<file path="config.mk">
export PLATFORM = sky130hd
export DESIGN_NAME = multicycle_control
export DESIGN_NICKNAME = d
export VERILOG_FILES = /design/src/rtl/multicycle_control.sv
export SDC_FILE = /design/constraint.sdc
export NUM_CORES = 1
export LEC_CHECK = 0
export BUFFER_PORTS_ARGS = -buffer_cell sky130_fd_sc_hd__buf_2
export CAP_MARGIN = 0
export CORE_UTILIZATION = 43
export CTS_BUF_LIST = sky130_fd_sc_hd__clkbuf_16
export CTS_CLUSTER_SIZE = 8
export DETAILED_ROUTE_END_ITERATION = 10
export HOLD_SLACK_MARGIN = 0.02
export PLACE_DENSITY = 0.79
export RECOVER_POWER = 50
export SYNTH_ARGS = -nofsm -noshare
export SYNTH_HDL_FRONTEND = slang
export SYNTH_SLANG_ARGS = --single-unit
</file>
<file path="constraint.sdc">
create_clock -name clk -period 2.12 [get_ports clk]
set_clock_uncertainty 0.2 [all_clocks]
set_input_delay 0.106 -clock clk [delete_from_list [all_inputs] [get_ports clk]]
set_output_delay 0.106 -clock clk [all_outputs]
set_load 0.02 [all_outputs]
</file>
<file path="src/rtl/multicycle_control.sv">
// multicycle_control: FSM controller for a multicycle MIPS-style datapath.
// Decodes opcode/funct into per-state datapath strobes with a memory-ready handshake.
module multicycle_control (
    input  logic       clk,
    input  logic       reset_n,
    input  logic [5:0] opcode,
    input  logic [5:0] funct,
    input  logic       zero,
    input  logic       mem_ready,
    output logic       iord,
    output logic       mem_read,
    output logic       mem_write,
    output logic       ir_write,
    output logic       pc_en,
    output logic       reg_write,
    output logic       reg_dst,
    output logic       mem_to_reg,
    output logic       alu_src_a,
    output logic       illegal,
    output logic [1:0] alu_src_b,
    output logic [1:0] pc_src,
    output logic [2:0] alu_op,
    output logic [3:0] state
);
    typedef enum logic [3:0] {
        FETCH  = 4'd0,
        DECODE = 4'd1,
        MEMADR = 4'd2,
        MEMRD  = 4'd3,
        MEMWB  = 4'd4,
        MEMWR  = 4'd5,
        EXEC   = 4'd6,
        ALUWB  = 4'd7,
        BRANCH = 4'd8,
        ADDIEX = 4'd9,
        ADDIWB = 4'd10,
        JUMP   = 4'd11
    } state_t;

    localparam logic [5:0] OP_RTYPE = 6'b000000;
    localparam logic [5:0] OP_LW    = 6'b100011;
    localparam logic [5:0] OP_SW    = 6'b101011;
    localparam logic [5:0] OP_BEQ   = 6'b000100;
    localparam logic [5:0] OP_BNE   = 6'b000101;
    localparam logic [5:0] OP_ADDI  = 6'b001000;
    localparam logic [5:0] OP_J     = 6'b000010;

    state_t cur, nxt;
    logic mem_read_raw, mem_write_raw, ir_write_raw, pc_en_raw, reg_write_raw, illegal_raw;

    always_ff @(posedge clk or negedge reset_n) begin
        if (!reset_n) cur <= FETCH;
        else          cur <= nxt;
    end

    always_comb begin
        nxt           = FETCH;
        iord          = 1'b0;
        mem_read_raw  = 1'b0;
        mem_write_raw = 1'b0;
        ir_write_raw  = 1'b0;
        pc_en_raw     = 1'b0;
        reg_write_raw = 1'b0;
        reg_dst       = 1'b0;
        mem_to_reg    = 1'b0;
        alu_src_a     = 1'b0;
        illegal_raw   = 1'b0;
        alu_src_b     = 2'b00;
        pc_src        = 2'b00;
        alu_op        = 3'b010;
        case (cur)
            FETCH: begin
                mem_read_raw = 1'b1;
                alu_src_b    = 2'b01;
                ir_write_raw = mem_ready;
                pc_en_raw    = mem_ready;
                nxt          = mem_ready ? DECODE : FETCH;
            end
            DECODE: begin
                alu_src_b = 2'b11;
                case (opcode)
                    OP_LW, OP_SW:   nxt = MEMADR;
                    OP_RTYPE:       nxt = EXEC;
                    OP_BEQ, OP_BNE: nxt = BRANCH;
                    OP_ADDI:        nxt = ADDIEX;
                    OP_J:           nxt = JUMP;
                    default:        illegal_raw = 1'b1;
                endcase
            end
            MEMADR: begin
                alu_src_a = 1'b1;
                alu_src_b = 2'b10;
                nxt       = (opcode == OP_SW) ? MEMWR : MEMRD;
            end
            MEMRD: begin
                iord         = 1'b1;
                mem_read_raw = 1'b1;
                nxt          = mem_ready ? MEMWB : MEMRD;
            end
            MEMWB: begin
                reg_write_raw = 1'b1;
                mem_to_reg    = 1'b1;
            end
            MEMWR: begin
                iord          = 1'b1;
                mem_write_raw = 1'b1;
                nxt           = mem_ready ? FETCH : MEMWR;
            end
            EXEC: begin
                alu_src_a = 1'b1;
                nxt       = ALUWB;
                case (funct)
                    6'b100000: alu_op = 3'b010;
                    6'b100010: alu_op = 3'b110;
                    6'b100100: alu_op = 3'b000;
                    6'b100101: alu_op = 3'b001;
                    6'b101010: alu_op = 3'b111;
                    default: begin
                        illegal_raw = 1'b1;
                        nxt         = FETCH;
                    end
                endcase
            end
            ALUWB: begin
                reg_write_raw = 1'b1;
                reg_dst       = 1'b1;
            end
            BRANCH: begin
                alu_src_a = 1'b1;
                alu_op    = 3'b110;
                pc_src    = 2'b01;
                // opcode[0] separates bne from beq
                pc_en_raw = opcode[0] ? ~zero : zero;
            end
            ADDIEX: begin
                alu_src_a = 1'b1;
                alu_src_b = 2'b10;
                nxt       = ADDIWB;
            end
            ADDIWB: reg_write_raw = 1'b1;
            JUMP: begin
                pc_src    = 2'b10;
                pc_en_raw = 1'b1;
            end
            default: nxt = FETCH;
        endcase
    end

    // Strobes are forced low while reset is held so nothing fires during reset
    assign mem_read  = mem_read_raw  & reset_n;
    assign mem_write = mem_write_raw & reset_n;
    assign ir_write  = ir_write_raw  & reset_n;
    assign pc_en     = pc_en_raw     & reset_n;
    assign reg_write = reg_write_raw & reset_n;
    assign illegal   = illegal_raw   & reset_n;
    assign state     = cur;
endmodule

</file>
==> insert_results.sql, run 1 <==
INSERT INTO impl_metrics (metric_group, metric, value, unit) VALUES
('power', 'clockPowerShare', '0.274', ''),
('layout', 'area_growth_from_synthesis_to_layout', '47.49', '%'),
('power', 'share_comb_of_total_power', '0.616', ''),
('timing', 'worst_slack', '0.04943', 'ns'),
('critical_path', 'reg_to_reg_start', 'state[2]', ''),
('clocking', 'h_tree_depth', '1', ''),
('outcome', 'run_status', 'finished clean', ''),
('synth', 'ys_types', '38', ''),
('timing', 'timing.final.crit_period', '2.071', 'ns'),
('timing', 'hold_viol_final', '0', ''),
('clocking', 'number_of_buffers_on_the_longest_clock_path', '2', ''),
('floorplanning', 'die-width', '40.83', 'µm'),
('power', 'seq_power_share', '0.110', ''),
('timing', 'tightest_slew', '0.4734', 'ns'),
('power', 'ir_worst_vdd', '0.6658', 'mV'),
('grt', 'grt_first_pass_wirelength', '2925', 'µm'),
('layout', 'layout.core_utilization', '0.7081', ''),
('timing', 'post-route-period-util', '0.9767', ''),
('synth', 'synthCells', '90', ''),
('critical_path', 'critical_path_arrival', '1.76', 'ns'),
('placement', 'gp_congestion', '0.9071', ''),
('route', 'routed_wl', '2008', 'µm'),
('floorplanning', 'start_util', '0.4801', ''),
('critical_path', 'timing.rr.end', 'state[2]', ''),
('critical_path', 'timing.setup.critical_path_class', 'reg -> out', ''),
('layout', 'fillCellCount', '128', ''),
('clocking', 'cts.root.buffer_cell', 'sky130_fd_sc_hd__clkbuf_16', ''),
('placement', 'pre_cts_ws', '0.2227', 'ns'),
('route', 'post_drt_wl_per_cell', '13.85', 'µm'),
('floorplanning', 'design.die.area', '1667', 'µm²'),
('floorplanning', 'num_io_pins', '37', ''),
('synth', 'netlist_area', '648.1', 'µm²'),
('timing', 'rsz0062_at_grt', 'true', ''),
('layout', 'mostFrequentLayoutCells', '31 x sky130_fd_sc_hd__buf_2, 11 x sky130_fd_sc_hd__nor2_1, 6 x sky130_fd_sc_hd__nand2b_1', ''),
('critical_path', 'critical_path.startpoint_type', 'flop', ''),
('timing', 'max_freq', '483.0', 'MHz'),
('clocking', 'cts_made_buffers', '3', ''),
('clocking', 'clock_sinks', '4', ''),
('synth', 'ys_seq_elements', '4', ''),
('route', 'drc_violations_left', '0', ''),
('clocking', 'worst_skew_pair.late_latency', '0.23', 'ns'),
('route', 'drt_iter0_markers', '32', ''),
('floorplanning', 'core-area', '1350', 'µm²'),
('critical_path', 'data_required_time_of_the_worst_path', '1.81', 'ns'),
('clocking', 'tritoncts', 'yes', ''),
('critical_path', 'cp-end-kind', 'primary output', ''),
('grt', 'antenna_found_initial', '0', ''),
('placement', 'place_hpwl', '1456', 'µm'),
('timing', 'final.hold.worst_slack', '0.05142', 'ns'),
('run', 'number_of_violations_of_the_max_capacitance_limit', '0', ''),
('floorplanning', 'die_y', '40.83', 'µm'),
('layout', 'nNetsFinal', '148', ''),
('power', 'internal-power', '0.5925', 'mW'),
('route', 'detail-route-antenna-nets', '0', ''),
('layout', 'layout-drive-gt1-share', '0.3462', ''),
('placement', 'port_buffers', '36', ''),
('grt', 'globalRouteOverflowTotal', '0', ''),
('hold_path', 'hold_path_class', 'in -> async', ''),
('timing', 'worst_slew_margin_rel', '0.6803', ''),
('critical_path', 'reg2reg_depth', '5', ''),
('critical_path', 'reg2reg_slack', '0.28', 'ns'),
('layout', 'final_common_cell', 'sky130_fd_sc_hd__buf_2', ''),
('synth', 'synth_enable_flop_cells', '0', ''),
('grt', 'grt.total_usage', '0.2793', ''),
('synth', 'syn_avg_cell_area', '7.201', 'µm²'),
('timing', 'timing.final.max_slew_violations', '0', ''),
('critical_path', 'cp_max_fo', '3', ''),
('synth', 'synthFlopType', 'sky130_fd_sc_hd__dfrtp_1', ''),
('layout', 'number_of_flip_flops_in_the_largest_register', '4', ''),
('synth', 'synthesis.nets', '106', ''),
('power', 'p_switching', '0.4998', 'mW'),
('route', 'average_via_count_per_standard_cell', '6.007', ''),
('power', 'power_leakage', '0.4219', 'nW'),
('route', 'detail_route.first_pass.iterations', '4', ''),
('synth', 'part_of_the_yosys_area_used_for_sequential_elements', '0.1544', ''),
('grt', 'maximum_number_of_pins_on_one_net_before_global_route_repair', '19', ''),
('power', 'cellPowerDensity', '1143', 'nW/µm²'),
('synth', 'ys_async_sr_fraction', '1.000', ''),
('floorplanning', 'std_cell_rows', '13', ''),
('route', 'vias', '871', ''),
('power', 'sw_frac_of_total', '0.4576', ''),
('layout', 'antenna_cells', '0', ''),
('timing', 'setup_violations', '0', ''),
('clocking', 'clkTransAtPathRegs', '0.03', 'ns'),
('grt', 'first_global_vias', '645', ''),
('synth', 'ys_warn_count', '0', '');
==> synthesized netlist by cell type, types with 2 or more instances <==
| library cell | count | area (µm²) |
|---|---|---|
| sky130_fd_sc_hd__nor4_1 | 3 | 18.77 |
| sky130_fd_sc_hd__o22ai_1 | 2 | 12.51 |
| sky130_fd_sc_hd__nor4b_1 | 2 | 17.52 |
| sky130_fd_sc_hd__a31oi_1 | 3 | 18.77 |
| sky130_fd_sc_hd__nor2_1 | 11 | 41.29 |
| sky130_fd_sc_hd__a211oi_1 | 3 | 22.52 |
| sky130_fd_sc_hd__inv_1 | 2 | 7.510 |
| sky130_fd_sc_hd__dfrtp_1 | 4 | 100.1 |
| sky130_fd_sc_hd__o21ai_0 | 4 | 20.02 |
| sky130_fd_sc_hd__nand2_1 | 5 | 18.77 |
| sky130_fd_sc_hd__a21oi_1 | 2 | 10.01 |
| sky130_fd_sc_hd__or4b_1 | 2 | 20.02 |
| sky130_fd_sc_hd__xor2_1 | 3 | 26.28 |
| sky130_fd_sc_hd__nand2b_1 | 7 | 43.79 |
| sky130_fd_sc_hd__or3_1 | 3 | 18.77 |
| sky130_fd_sc_hd__nor2b_1 | 4 | 25.02 |
| sky130_fd_sc_hd__clkbuf_1 | 4 | 15.01 |
| sky130_fd_sc_hd__nor3_1 | 6 | 30.03 |
==> routing by layer <==
metal / track usage / up-vias / part of all wire
met1: 0.3421 / 398 / 0.45
li1: - / 428 / -
met3: 0.06522 / 5 / 0.068
met5: 0 / - / 0
met4: 0.1750 / 0 / 0.021
met2: 0.4336 / 40 / 0.46
==> final cells by class <==
| cell class | count | area [µm²] | area share |
|---|---|---|---|
| clock buffer | 3 | 75.07 | 0.07853 |
| inverter | 2 | 7.507 | 0.007853 |
| multi-input combinational | 79 | 533.0 | 0.5576 |
| sequential | 4 | 100.1 | 0.1047 |
| tap | 15 | 18.77 | 0.01963 |
| timing repair buffer | 42 | 221.5 | 0.2317 |
==> what timing repair did <==
action	4_1_cts	5_1_grt
hold buffers	1	0
setup endpoints to repair	1	2
gates resized for setup	1	2
endpoints found under the hold margin	4	0
buffers inserted	0	0
==> worst max-delay path by stage <==
stage | start | endpoint | slack [ns] | cells past startpoint
6_report | state[0] | alu_op[1] | 0.05 | 4
2_1_floorplan | state[0] | reg_write | 0.05 | 5
4_1_cts | state[3] | alu_op[1] | 0.01 | 4
3_5_place_dp | state[3] | alu_op[1] | 0.22 | 4
5_1_grt | state[0] | alu_op[1] | -0.004 | 4
3_3_place_gp | state[3] | alu_op[1] | 0.24 | 4
==> cell families after synthesis <==
kind of cell,after synthesis,share of synthesized area
compound gates,24,0.2645
flops,4,0.1544
mux,2,0.03282
buf+inv,7,0.05212
simple gates,50,0.4556
xor+xnor,3,0.04055
==> power by group through the flow <==
stage          clock [mW]  sequential [mW]  combinational [mW]
5_1_grt             0.311            0.121               0.734
3_3_place_gp            0            0.116               0.645
3_5_place_dp            0            0.120               0.653
2_1_floorplan           0            0.160               0.425
4_1_cts             0.305            0.118               0.662
6_report            0.300            0.120               0.673
==> critical path, stage by stage (launching register included) <==
cell,delay [ns]
sky130_fd_sc_hd__dfrtp_1,0.37
sky130_fd_sc_hd__nand2b_4,0.15
sky130_fd_sc_hd__or3_4,0.39
sky130_fd_sc_hd__or4b_1,0.45
sky130_fd_sc_hd__buf_2,0.17
==> metrics by stage <==
step	TNS (ns)	instance area, µm²	power, mW	cells
finish	0	955.9	1.092	145
global route	-0.004166	955.9	1.166	145
CTS	0	950.9	1.085	145
detailed placement	0	863.3	0.7728	141
global placement	0	863.3	0.7612	141
floorplan	0	653.1	0.5848	90
(Power assumes the default switching activity.)
==> run 2, diff against run 1 <==
ABC_AREA = 1   (was not set)
CORE_UTILIZATION = 42   (was 43)
PLACE_DENSITY = 0.78   (was 0.79)
==> run 2 against run 1 <==
  * Hold slack got worse by 0.0075 ns
  * Combinational power decreased by 19%
  * Synthesized area decreased by 2.7%
  * Count of clock-buffer cells in the layout unchanged
  * Sequential share of layout area increased by 0.76 points
  * Critical endpoint is now illegal
  * Largest cell class unchanged
  * Largest power group unchanged
==> insert_results.sql, run 2 <==
INSERT INTO impl_metrics (metric_group, metric, value, unit) VALUES
('floorplanning', 'num_io_pins', '37', ''),
('run', 'number_of_violations_of_the_max_capacitance_limit', '0', ''),
('clocking', 'h_tree_depth', '1', ''),
('layout', 'layout-drive-gt1-share', '0.3000', ''),
('timing', 'max_freq', '517.4', 'MHz'),
('clocking', 'tritoncts', 'yes', ''),
('floorplanning', 'start_util', '0.4671', ''),
('clocking', 'worst_skew_pair.late_latency', '0.23', 'ns'),
('critical_path', 'timing.setup.critical_path_class', 'reg -> out', ''),
('synth', 'netlist_area', '630.6', 'µm²'),
('critical_path', 'cp-end-kind', 'primary output', ''),
('timing', 'hold_viol_final', '0', ''),
('grt', 'grt_first_pass_wirelength', '2835', 'µm'),
('synth', 'ys_top_cells_by_area', 'sky130_fd_sc_hd__dfrtp_1 16%, sky130_fd_sc_hd__nor2_1 13%, sky130_fd_sc_hd__inv_1 11%', ''),
('timing', 'timing.final.max_slew_violations', '0', ''),
('grt', 'antenna_found_initial', '0', ''),
('floorplanning', 'std_cell_rows', '13', ''),
('timing', 'rsz0062_at_grt', 'false', ''),
('timing', 'post-route-period-util', '0.9117', ''),
('timing', 'worst_slew_margin_rel', '0.7749', ''),
('route', 'average_via_count_per_standard_cell', '5.291', ''),
('clocking', 'number_of_buffers_on_the_longest_clock_path', '2', ''),
('critical_path', 'data_required_time_of_the_worst_path', '1.81', 'ns'),
('clocking', 'cts.root.buffer_cell', 'sky130_fd_sc_hd__clkbuf_16', ''),
('outcome', 'run_status', 'finished clean', ''),
('critical_path', 'critical_path.startpoint_type', 'flop', ''),
('floorplanning', 'die-width', '40.75', 'µm'),
('timing', 'tns', '0', 'ns'),
('layout', 'mostFrequentLayoutCells', '29 x sky130_fd_sc_hd__buf_2, 23 x sky130_fd_sc_hd__nor2_1, 19 x sky130_fd_sc_hd__inv_1, 19 x sky130_fd_sc_hd__nand2_1, 14 x sky130_fd_sc_hd__nand3_1', ''),
('critical_path', 'critical_path_arrival', '1.63', 'ns'),
('timing', 'timing.final.crit_period', '1.933', 'ns'),
('placement', 'gp_congestion', '0.8225', ''),
('clocking', 'cts_made_buffers', '3', ''),
('synth', 'ys_seq_elements', '4', ''),
('synth', 'post-synth-top-area-cell', 'sky130_fd_sc_hd__dfrtp_1', ''),
('grt', 'globalRouteOverflowTotal', '0', ''),
('layout', 'area_growth_from_synthesis_to_layout', '41.27', '%'),
('timing', 'tightest_slew', '0.3364', 'ns'),
('synth', 'synthCells', '110', ''),
('synth', 'synthFlopType', 'sky130_fd_sc_hd__dfrtp_1', ''),
('grt', 'first_global_vias', '694', ''),
('synth', 'synth_enable_flop_cells', '0', ''),
('critical_path', 'cp_max_fo', '5', ''),
('route', 'detail-route-antenna-nets', '0', ''),
('layout', 'antenna_cells', '0', ''),
('route', 'vias', '873', ''),
('synth', 'ys_warn_count', '0', ''),
('floorplanning', 'die_y', '40.75', 'µm'),
('layout', 'layout.core_utilization', '0.6599', ''),
('power', 'cellPowerDensity', '1100', 'nW/µm²'),
('synth', 'synthesis.nets', '126', ''),
('route', 'post_drt_wl_per_cell', '10.71', 'µm'),
('synth', 'synth_largest_type_area_fraction', '0.1587', ''),
('clocking', 'number_of_setup_buffers_added_after_cts', '0', ''),
('power', 'ir_worst_vdd', '0.5004', 'mV'),
('timing', 'setup_violations', '0', ''),
('floorplanning', 'design.die.area', '1661', 'µm²'),
('synth', 'syn_avg_cell_area', '5.733', 'µm²'),
('synth', 'yosysMostFrequentCell', 'sky130_fd_sc_hd__nor2_1', ''),
('route', 'routed_wl', '1767', 'µm'),
('route', 'drt_iter0_markers', '38', ''),
('hold_path', 'hold_path_class', 'in -> reg', ''),
('route', 'detail_route.first_pass.iterations', '5', ''),
('placement', 'place_hpwl', '1369', 'µm'),
('layout', 'nNetsFinal', '168', ''),
('placement', 'port_buffers', '36', ''),
('layout', 'number_of_flip_flops_in_the_largest_register', '4', ''),
('grt', 'maximum_number_of_pins_on_one_net_before_global_route_repair', '7', ''),
('clocking', 'clkTransAtPathRegs', '0.03', 'ns'),
('layout', 'final_common_cell', 'sky130_fd_sc_hd__buf_2', ''),
('grt', 'grt.total_usage', '0.2542', ''),
('synth', 'ys_types', '22', ''),
('synth', 'post_synth_most_frequent_cells', '22 x sky130_fd_sc_hd__nor2_1, 19 x sky130_fd_sc_hd__inv_1, 18 x sky130_fd_sc_hd__nand2_1, 14 x sky130_fd_sc_hd__nand3_1, 6 x sky130_fd_sc_hd__nand4_1', ''),
('power', 'power_leakage', '0.5198', 'nW'),
('floorplanning', 'core-area', '1350', 'µm²'),
('layout', 'fillCellCount', '135', ''),
('synth', 'part_of_the_yosys_area_used_for_sequential_elements', '0.1587', ''),
('clocking', 'clock_sinks', '4', ''),
('synth', 'ys_async_sr_fraction', '1.000', ''),
('route', 'drc_violations_left', '0', '');
## run 2: per-stage QoR
| step | total power, mW | hold slack [ns] | setup WS (ns) | std cells | area (µm²) |
|---|---|---|---|---|---|
| after floorplan | 0.5537 | -0.3896 | 0.2467 | 110 | 630.6 |
| after global placement | 0.7036 | -0.2720 | 0.5043 | 161 | 829.5 |
| after detailed placement | 0.7061 | -0.2694 | 0.5164 | 161 | 829.5 |
| after CTS | 1.013 | 0.03836 | 0.2686 | 165 | 914.6 |
| after global routing | 1.038 | 0.09493 | 0.09266 | 165 | 890.9 |
| final | 0.9797 | 0.04396 | 0.1873 | 165 | 890.9 |
## run 2: logic make-up (layout without fill, tap and decap cells)
logic type             after synthesis  count (layout)  share of synthesized area
buffers and inverters               21              61                     0.1290
DFF                                  4               4                     0.1587
and+or+nand+nor                     74              74                     0.6091
AOI/OAI and AO/OA                   11              11                     0.1032
## run 2: timing repair
item,CTS,global route
hold endpoints to repair,4,0
hold buffers,1,0
resized for setup,0,0
## run 2: area by class of cell
cell class	count	area [µm²]	share of cell area
multi-input combinational	85	434.2	0.4874
sequential	4	100.1	0.1124
clock buffer	3	75.07	0.08427
timing repair buffer	37	181.4	0.2037
inverter	21	81.33	0.09129
tap	15	18.77	0.02107
## run 2: final timing paths
path                           start       end  slack (ns)  depth (start not counted)
max                         state[1]   illegal        0.19                          8
min                        opcode[3]  state[2]        0.04                          4
max reg2reg                 state[1]  state[2]        0.58                          7
min reg2reg                 state[0]  state[3]        0.48                          2
max in group asynchronous    reset_n  state[0]        1.36                          2
min in group asynchronous    reset_n  state[3]        0.10                          2
## run 2: where the power goes
| part | internal [mW] | switching (mW) | total (mW) |
|---|---|---|---|
| clock network | 0.242 | 0.0601 | 0.302 |
| registers | 0.0999 | 0.0326 | 0.133 |
| logic | 0.173 | 0.373 | 0.545 |
## run 2: metal layers
| metal | wire [µm] | share of wire | global-route usage | up-vias |
|---|---|---|---|---|
| li1 | - | - | - | 440 |
| met1 | 824 | 0.47 | 0.3311 | 388 |
| met2 | 810 | 0.46 | 0.4286 | 43 |
| met3 | 111 | 0.063 | 0.03804 | 2 |
| met4 | 19 | 0.011 | 0.07500 | 0 |
| met5 | 0 | 0 | 0 | - |
## run 2: worst max-delay path, cell delays in order, from the launching register on
cell and delay, ns:
sky130_fd_sc_hd__dfrtp_1 0.42, sky130_fd_sc_hd__inv_1 0.14, sky130_fd_sc_hd__nand2_1 0.17, sky130_fd_sc_hd__nor2_8 0.17, sky130_fd_sc_hd__nand2_2 0.06, sky130_fd_sc_hd__nor2_2 0.07, sky130_fd_sc_hd__nand2_1 0.07, sky130_fd_sc_hd__a21oi_2 0.13
sky130_fd_sc_hd__buf_2 0.17
